**src/rtl/stim_pkg.sv**
```systemverilog
// rtl/stim_pkg.sv - shared state encoding, defaults and Gray helper for stim_sequencer
//
// Contents:
//   state_t        : IDLE / DRIVE / DONE sequencer states
//   DWELL_DEFAULT  : default cycles each vector is held
//   NVEC_DEFAULT   : default vectors per sweep
//   bin2gray()     : 3-bit binary to reflected Gray conversion
package stim_pkg;

    typedef enum logic [1:0] {
        IDLE  = 2'd0,
        DRIVE = 2'd1,
        DONE  = 2'd2
    } state_t;

    localparam int DWELL_DEFAULT = 10;
    localparam int NVEC_DEFAULT  = 8;

    function automatic logic [2:0] bin2gray(input logic [2:0] bin);
        return bin ^ (bin >> 1);
    endfunction

endpackage

```
**src/rtl/dwell_counter.sv**
```systemverilog
// rtl/dwell_counter.sv - per-vector hold counter with clear, enable and terminal count
//
// Ports:
//   clk, rst : clock, synchronous active-high reset
//   clr      : force count to 0 (takes effect on next edge)
//   en       : advance the count; wraps to 0 after terminal count
//   tc       : high while count == DWELL-1
module dwell_counter
    import stim_pkg::*;
#(
    parameter int DWELL = DWELL_DEFAULT
) (
    input  logic clk,
    input  logic rst,
    input  logic clr,
    input  logic en,
    output logic tc
);

    logic [7:0] count;

    assign tc = (count == 8'(DWELL - 1));

    always_ff @(posedge clk) begin
        if (rst || clr) begin
            count <= 8'd0;
        end else if (en) begin
            count <= tc ? 8'd0 : count + 8'd1;
        end
    end

endmodule

```
**src/rtl/stim_sequencer.sv**
```systemverilog
// rtl/stim_sequencer.sv - exhaustive 3-input stimulus sweeper for a gate under test
//
// Parameters: DWELL (1..255) cycles per vector, NVEC (2..8) vectors per sweep.
// Macro STIM_GRAY_EN: when defined {a,b,c} is the Gray code of vec_idx,
// otherwise {a,b,c} is vec_idx in binary.
//
// Ports:
//   clk, rst      : clock, synchronous active-high reset
//   start, loop   : begin a sweep (IDLE only); loop captured with start
//   stop          : abort back to IDLE without a done pulse
//   a, b, c       : stimulus bits, a = MSB
//   vec_idx       : index of the vector being driven
//   vec_valid     : first cycle of each new vector
//   busy          : high while driving
//   done          : one-cycle pulse after a non-looping sweep
//
// All outputs are registered from the next-state values, so each output
// reflects the state entered on the same edge.
module stim_sequencer
    import stim_pkg::*;
#(
    parameter int DWELL = DWELL_DEFAULT,
    parameter int NVEC  = NVEC_DEFAULT
) (
    input  logic       clk,
    input  logic       rst,
    input  logic       start,
    input  logic       loop,
    input  logic       stop,
    output logic       a,
    output logic       b,
    output logic       c,
    output logic [2:0] vec_idx,
    output logic       vec_valid,
    output logic       busy,
    output logic       done
);

    localparam logic [2:0] LAST_IDX = 3'(NVEC - 1);

    state_t     state, state_n;
    logic       loop_q, loop_n;
    logic [2:0] idx_n;
    logic [2:0] abc_n;
    logic       valid_n;
    logic       cnt_clr, cnt_en, cnt_tc;

    dwell_counter #(.DWELL(DWELL)) u_dwell (
        .clk (clk),
        .rst (rst),
        .clr (cnt_clr),
        .en  (cnt_en),
        .tc  (cnt_tc)
    );

    always_comb begin
        state_n = state;
        loop_n  = loop_q;
        idx_n   = 3'd0;
        cnt_clr = 1'b0;
        cnt_en  = 1'b0;
        case (state)
            IDLE: begin
                cnt_clr = 1'b1;
                // stop has priority over a simultaneous start
                if (start && !stop) begin
                    state_n = DRIVE;
                    loop_n  = loop;
                end
            end
            DRIVE: begin
                if (stop) begin
                    state_n = IDLE;
                    cnt_clr = 1'b1;
                end else begin
                    cnt_en = 1'b1;
                    idx_n  = vec_idx;
                    if (cnt_tc) begin
                        if (vec_idx == LAST_IDX) begin
                            idx_n = 3'd0;
                            if (!loop_q) begin
                                state_n = DONE;
                            end
                        end else begin
                            idx_n = vec_idx + 3'd1;
                        end
                    end
                end
            end
            DONE: begin
                cnt_clr = 1'b1;
                state_n = IDLE;
            end
            default: begin
                cnt_clr = 1'b1;
                state_n = IDLE;
            end
        endcase

        // New vector on DRIVE entry and on every dwell rollover (every
        // cycle when DWELL is 1, since the terminal count is always high).
        valid_n = (state_n == DRIVE) && ((state != DRIVE) || cnt_tc);

        abc_n = 3'd0;
        if (state_n == DRIVE) begin
`ifdef STIM_GRAY_EN
            abc_n = bin2gray(idx_n);
`else
            abc_n = idx_n;
`endif
        end
    end

    always_ff @(posedge clk) begin
        if (rst) begin
            state     <= IDLE;
            loop_q    <= 1'b0;
            vec_idx   <= 3'd0;
            {a, b, c} <= 3'b000;
            vec_valid <= 1'b0;
            busy      <= 1'b0;
            done      <= 1'b0;
        end else begin
            state     <= state_n;
            loop_q    <= loop_n;
            vec_idx   <= idx_n;
            {a, b, c} <= abc_n;
            vec_valid <= valid_n;
            busy      <= (state_n == DRIVE);
            done      <= (state_n == DONE);
        end
    end

endmodule

```
**config.mk**
```make
export PLATFORM = sky130hd
export DESIGN_NAME = stim_sequencer
export DESIGN_NICKNAME = d
export VERILOG_FILES = /design/src/rtl/stim_pkg.sv /design/src/rtl/dwell_counter.sv /design/src/rtl/stim_sequencer.sv
export SDC_FILE = /design/constraint.sdc
export NUM_CORES = 1
export LEC_CHECK = 0
export BUFFER_PORTS_ARGS = -buffer_cell sky130_fd_sc_hd__buf_2
export CAP_MARGIN = 5
export CORE_AREA = 2 2 44 50
export DETAILED_ROUTE_END_ITERATION = 7
export DIE_AREA = 0 0 46 52
export PLACE_DENSITY = 0.68
export SLEW_MARGIN = 40
export SYNTH_ARGS = -nofsm -noshare
export SYNTH_HDL_FRONTEND = slang
export SYNTH_SLANG_ARGS = --single-unit
```
**constraint.sdc**
```tcl
create_clock -name clk -period 1.9 [get_ports clk]
set_input_delay 0.475 -clock clk [delete_from_list [all_inputs] [get_ports clk]]
set_output_delay 0.475 -clock clk [all_outputs]
set_load 0.005 [all_outputs]
```
==> results of run 1 <==
[layout make-up]
class                      count  area [µm²]
inverter                       1        3.75
timing repair buffer          19         110
sequential                    20         400
fill                         192         881
multi-input combinational     67         443
clock buffer                   3        22.5
tap                           19        23.8
clock inverter                 1        30.0
[routing by layer]
metal | global-route usage [%] | wire length [µm]
met5 | 0 | 0
met4 | 7.62 | 10
met3 | 3.13 | 65
met2 | 23.4 | 808
met1 | 21.5 | 794
[synth_stat cells, types with 2 or more instances]
cell | number | area share (%)
nor4_1 | 4 | 2.9
nand3_1 | 3 | 1.8
nor3_1 | 2 | 1.2
or4_1 | 3 | 2.7
ha_1 | 4 | 5.9
o21ai_0 | 4 | 2.4
nand2b_1 | 3 | 2.2
clkbuf_1 | 2 | 0.88
mux2i_1 | 2 | 2.4
nand2_1 | 7 | 3.1
dfxtp_1 | 20 | 47
nor2_1 | 7 | 3.1
nand4b_1 | 3 | 3.1
nor4b_1 | 3 | 3.1
o31ai_1 | 3 | 2.7
a21oi_1 | 9 | 5.3
[sequential cells by signal, summed over array words and instances, names as in the netlist]
name           cells
a                  1
b                  1
busy               1
c                  1
done               1
loop_q             1
state              2
u_dwell.count      8
vec_idx            3
vec_valid          1
[cells by family (layout without fill, tap and decap cells)]
kind of cell             count (synthesis)  count (layout)  share of synthesized area (%)
AND/OR/NAND/NOR                         41              41                           29.0
XOR/XNOR                                 2               2                           2.06
buffers and inverters                    4              24                           1.91
AO/OA/AOI/OAI                           18              18                           11.6
multiplexers                             2               2                           2.36
flip-flops                              20              20                           47.1
adder cells (fa/ha/maj)                  4               4                           5.89
[metrics by stage]
stage | std cells | worst slack (ns) | area (µm²) | hold WS [ns] | total power [µW]
2_1_floorplan | 91 | 0.127 | 850 | 0.451 | 450
6_report | 130 | 0.165 | 1030 | 0.360 | 793
4_1_cts | 130 | 0.0561 | 1020 | 0.347 | 801
3_3_place_gp | 126 | 0.128 | 971 | 0.468 | 462
5_1_grt | 130 | 0.0710 | 1030 | 0.351 | 820
3_5_place_dp | 126 | 0.0575 | 971 | 0.484 | 463
[cell usage in the layout, fill, tap and decap left out, types with 2 or more instances in the layout]
master,n
nor3_1,2
buf_2,13
mux2i_1,2
dfxtp_1,20
or4_1,3
o21ai_0,4
nand2b_1,3
nor4_1,3
buf_4,6
nand3_1,3
o31ai_1,3
nor2_1,7
a21oi_1,9
clkbuf_4,3
ha_1,4
nor4b_1,3
nand2_1,7
nand4b_1,3
[worst max-delay path by stage]
stage	startpoint	to	slack, ns	depth (start not counted)
6_report	u_dwell.count[1]	c	0.17	5
5_1_grt	u_dwell.count[1]	c	0.07	5
4_1_cts	u_dwell.count[1]	c	0.06	5
3_5_place_dp	u_dwell.count[1]	state[0]	0.06	5
3_3_place_gp	u_dwell.count[1]	c	0.13	5
2_1_floorplan	u_dwell.count[0]	c	0.13	5
[power groups by stage]
stage | Sequential (µW) | Clock [µW] | Combinational (µW)
after floorplan | 436 | 0 | 13.5
after global placement | 436 | 0 | 26.2
after detailed placement | 436 | 0 | 27.0
after CTS | 427 | 347 | 27.1
after global routing | 427 | 362 | 31.1
final | 427 | 339 | 27.6
==> run_results.csv, run 1 <==
group,metric,value,unit
timing,post-route-period-util,91.3,%
clock_tree,clk_pin_slew,0.12,ns
critical_path,critPathMaxStageDelay,0.52,ns
pwr,p_seq_share,53.8,%
logic_synthesis,synth-seq-cells,20,
route,dr.pass1.iters,4,
global_routing,grt_max_degree,13,
timing,min_period,1.73,ns
pwr,leakage,0.000389,µW
floorplanning,die_area,2390,µm²
logic_synthesis,netlist_instances,91,
critical_path,worstPathRequired,2.14,ns
logic_synthesis,ys.flop_type,"dfxtp_1",
worst_hold_path,timing.hold.worst_endpoint,"loop_q",
timing,setup_violations,0,
logic_synthesis,synth-seq-area-share,47.1,%
logic_synthesis,synth-edff-count,0,
global_routing,overflow,0,
critical_path,cp_slowest_cell,"or4b_4",
global_routing,grt_pass1_wl,2.76,mm
timing,hold_violations,0,
timing,fmax,576,MHz
critical_path,crit_arrival,1.97,ns
pwr,cellPowerDensity,768,nW/µm²
route,routedWlPerCell,12.9,µm
clock_tree,ctsHoldBuffers,0,
timing,finalClockSkew,0.0116,ns
run_status,status,"finished, final reports clean",
route,drt_iter0_markers,25,
job,cap_viol_max_count,0,
floorplanning,die_x,46,µm
clock_tree,cts_setup_buffers,0,
floorplanning,core-area,1910,µm²
clock_tree,root_buffer,"clkbuf_4",
clock_tree,htreeDepth,1,
final_layout,nets,121,
worst_hold_path,holdPathStages,2,
critical_path,r2r_start,"u_dwell.count[1]",
critical_path,crit_type,"reg2reg",
route,vias,757,
critical_path,path_cells,"inv_1 -> ha_1 -> or4b_4 -> or4_4 -> a21oi_1",
worst_hold_path,worstHoldPathType,"in2reg",
logic_synthesis,synth_cell_types,28,
route,drc,0,
final_layout,drive_gt1_share,25.2,%
clock_tree,clock_latency,0.30,ns
pwr,pwr-share-comb,3.5,%
pwr,ir_worst_vdd,0.000518,V
critical_path,r2r_slack,0.17,ns
final_layout,syn_to_final_growth,21.6,%
pwr,clockPowerShare,42.7,%
logic_synthesis,synth_area,850,µm²
timing,tns,0,ns
place,routabilityCongestion,0.820,
critical_path,cp_max_fo,8,
place,port_buffers,13,
floorplanning,pin_count,14,
place,hpwl,1.27,mm
final_layout,num_antenna_cells,0,
pwr,p_int,649,µW
clock_tree,cts_tree,"yes",
global_routing,grt_pass1_vias,664,
pwr,power_switching_share,18.2,%
critical_path,critical-path-top-delay-family,"simple AND/OR/NAND/NOR gates",
logic_synthesis,synth_async_sr_flop_share,0,%
route,viasPerCell,5.82,
final_layout,final_core_util,54.0,%
critical_path,end_kind,"flop",
global_routing,grt_antenna_before_repair,0,
critical_path,crit_path_start_kind,"flop",
timing,drv_slew,0,
worst_hold_path,hold_start,"rst",
route,wirelength,1.68,mm
critical_path,crit_buf_inv,1,
clock_tree,cts_made_buffers,3,
logic_synthesis,synth_nets,100,
floorplanning,floorplan.initialDensity,44.4,%
timing,worst_pin_slew,0.641,ns
logic_synthesis,ys_warn_count,0,
clock_tree,numClockSinks,20,
floorplanning,row_count,17,
clock_tree,ctsLongestPathBuffers,2,
pwr,netSwitchingPower,144,µW
clock_tree,ctsResizeCount,0,
critical_path,reg2reg_to,"c",
route,drtAntennaViolNets,0,
floorplanning,die_h,52,µm
global_routing,grtUsageTotal,15.8,%
timing,rsz0062_at_grt,"false",
timing,slew_headroom,56.7,%
critical_path,reg2reg_depth,5,
logic_synthesis,avgSynthCellArea,9.34,µm²
(Power assumes the default switching activity.)
==> run 2, diff against run 1 <==
- RECOVER_POWER: not set -> 50
==> run 2 against run 1 <==
Against the previous run:
- hold slack got worse by 0.0043 ns
- die area unchanged
- via count grew 0.13%
==> run_results.csv, run 2 (same netlist as run 1, synthesis figures left out) <==
group,metric,value,unit
final_layout,final_common_cell,"dfxtp_1",
clock_tree,cts_tree,"yes",
global_routing,grt_max_degree,13,
pwr,power_switching_share,18.4,%
floorplanning,core-area,1910,µm²
critical_path,crit_buf_inv,1,
final_layout,final_cell_mix,"dfxtp_1 (20), a21oi_1 (9), clkbuf_1 (9)",
pwr,pwr-share-comb,3.4,%
final_layout,syn_to_final_growth,19.7,%
timing,finalClockSkew,0.0121,ns
timing,setup_violations,0,
place,port_buffers,13,
timing,hold_violations,0,
clock_tree,htreeDepth,1,
route,drtAntennaViolNets,0,
floorplanning,die_x,46,µm
final_layout,largest_register,"u_dwell.count",
timing,rsz0062_at_grt,"false",
critical_path,cp_slowest_cell,"or4b_4",
timing,slew_headroom,56.1,%
route,routedWlPerCell,13.1,µm
timing,post-route-period-util,91.5,%
pwr,clockPowerShare,43.0,%
clock_tree,cts_setup_buffers,0,
final_layout,num_antenna_cells,0,
worst_hold_path,worstHoldPathType,"in2reg",
critical_path,cp_max_fo,8,
place,hpwl,1.27,mm
final_layout,multi_input_area,443,µm²
pwr,cellPowerDensity,782,nW/µm²
timing,min_period,1.74,ns
clock_tree,root_buffer,"clkbuf_4",
floorplanning,floorplan.initialDensity,44.4,%
route,wirelength,1.70,mm
timing,drv_slew,0,
critical_path,critical-path-top-delay-family,"simple AND/OR/NAND/NOR gates",
pwr,netSwitchingPower,146,µW
clock_tree,numClockSinks,20,
final_layout,drive_gt1_share,17.1,%
route,drc,0,
timing,finalWorstSetupSlack,0.162,ns
run_status,status,"finished, final reports clean",
floorplanning,pin_count,14,
place,routabilityCongestion,0.820,
route,dr.pass1.iters,4,
pwr,leakage,0.000351,µW
critical_path,end_kind,"flop",
route,drt_iter0_markers,25,
route,viasPerCell,5.83,
global_routing,grt_pass1_wl,2.76,mm
final_layout,largestRegisters,"u_dwell.count: 8 flops, vec_idx: 3 flops, state: 2 flops",
final_layout,fillers,198,
critical_path,path_cells,"inv_1 -> ha_1 -> or4b_4 -> or4_4 -> a21oi_1",
clock_tree,clk_pin_slew,0.12,ns
floorplanning,die_area,2390,µm²
clock_tree,cts_made_buffers,3,
timing,worst_pin_slew,0.650,ns
critical_path,crit_arrival,1.98,ns
global_routing,grt_antenna_before_repair,0,
critical_path,worstPathRequired,2.14,ns
timing,fmax,576,MHz
floorplanning,die_h,52,µm
pwr,ir_worst_vdd,0.000519,V
clock_tree,ctsHoldBuffers,0,
global_routing,overflow,0,
route,vias,758,
critical_path,critPathMaxStageDelay,0.52,ns
clock_tree,clock_latency,0.30,ns
floorplanning,row_count,17,
final_layout,largest_reg_flops,8,
final_layout,nets,121,
timing,tns,0,ns
global_routing,grtUsageTotal,15.8,%
clock_tree,ctsLongestPathBuffers,2,
clock_tree,ctsResizeCount,0,
job,cap_viol_max_count,0,
critical_path,crit_type,"reg2reg",
global_routing,grt_pass1_vias,664,
pwr,p_seq_share,53.7,%
critical_path,crit_path_start_kind,"flop",
pwr,p_int,649,µW
final_layout,seq_area,400,µm²
place,dpl_worst_slack,0.0575,ns
## run 2: changes by cell type in the layout (fill, tap and decap cells not counted), sizes merged
cell    previous run  this run
clkbuf             3        12
buf               19        10
## run 2: final cells by class
type | instances | area share [%]
Tap cell | 19 | 2.34
Clock buffer | 3 | 2.21
Multi-Input combinational cell | 67 | 43.5
Inverter | 1 | 0.369
Clock inverter | 1 | 2.95
Sequential cell | 20 | 39.4
Timing Repair Buffer | 19 | 9.23
## run 2: through the flow
stage / utilization, % / std cells / power [µW] / hold WS (ns) / cell area, µm²
2_1_floorplan: - / 91 / 450 / 0.451 / 850
3_3_place_gp: 50.7 / 126 / 462 / 0.468 / 971
3_5_place_dp: 50.7 / 126 / 463 / 0.484 / 971
4_1_cts: 53.5 / 130 / 801 / 0.347 / 1020
5_1_grt: 53.1 / 130 / 819 / 0.351 / 1020
6_report: 53.1 / 130 / 795 / 0.356 / 1020
## run 2: worst paths after layout
| check | start | endpoint | slack, ns | cells after the start |
|---|---|---|---|---|
| worst max register to register | u_dwell.count[1] | c | 0.16 | 5 |
| worst max-delay path | u_dwell.count[1] | c | 0.16 | 5 |
| worst min-delay path | rst | loop_q | 0.36 | 2 |
| worst min register to register | u_dwell.count[7] | u_dwell.count[7] | 0.49 | 2 |
## run 2: routing by layer
| layer | GRT usage, % | vias up | part of all wire (%) |
|---|---|---|---|
| met3 | 3.13 | 5 | 4.1 |
| li1 | - | 382 | - |
| met1 | 21.5 | 349 | 47 |
| met4 | 7.62 | 0 | 1.5 |
| met2 | 23.4 | 22 | 47 |
| met5 | 0 | - | 0 |
## run 2: power groups by stage
stage	logic [µW]	registers, µW	clock network, µW
final	26.6	427	342
after global placement	26.2	436	0
after CTS	27.1	427	347
after detailed placement	27.0	436	0
after global routing	30.2	427	362
after floorplan	13.5	436	0
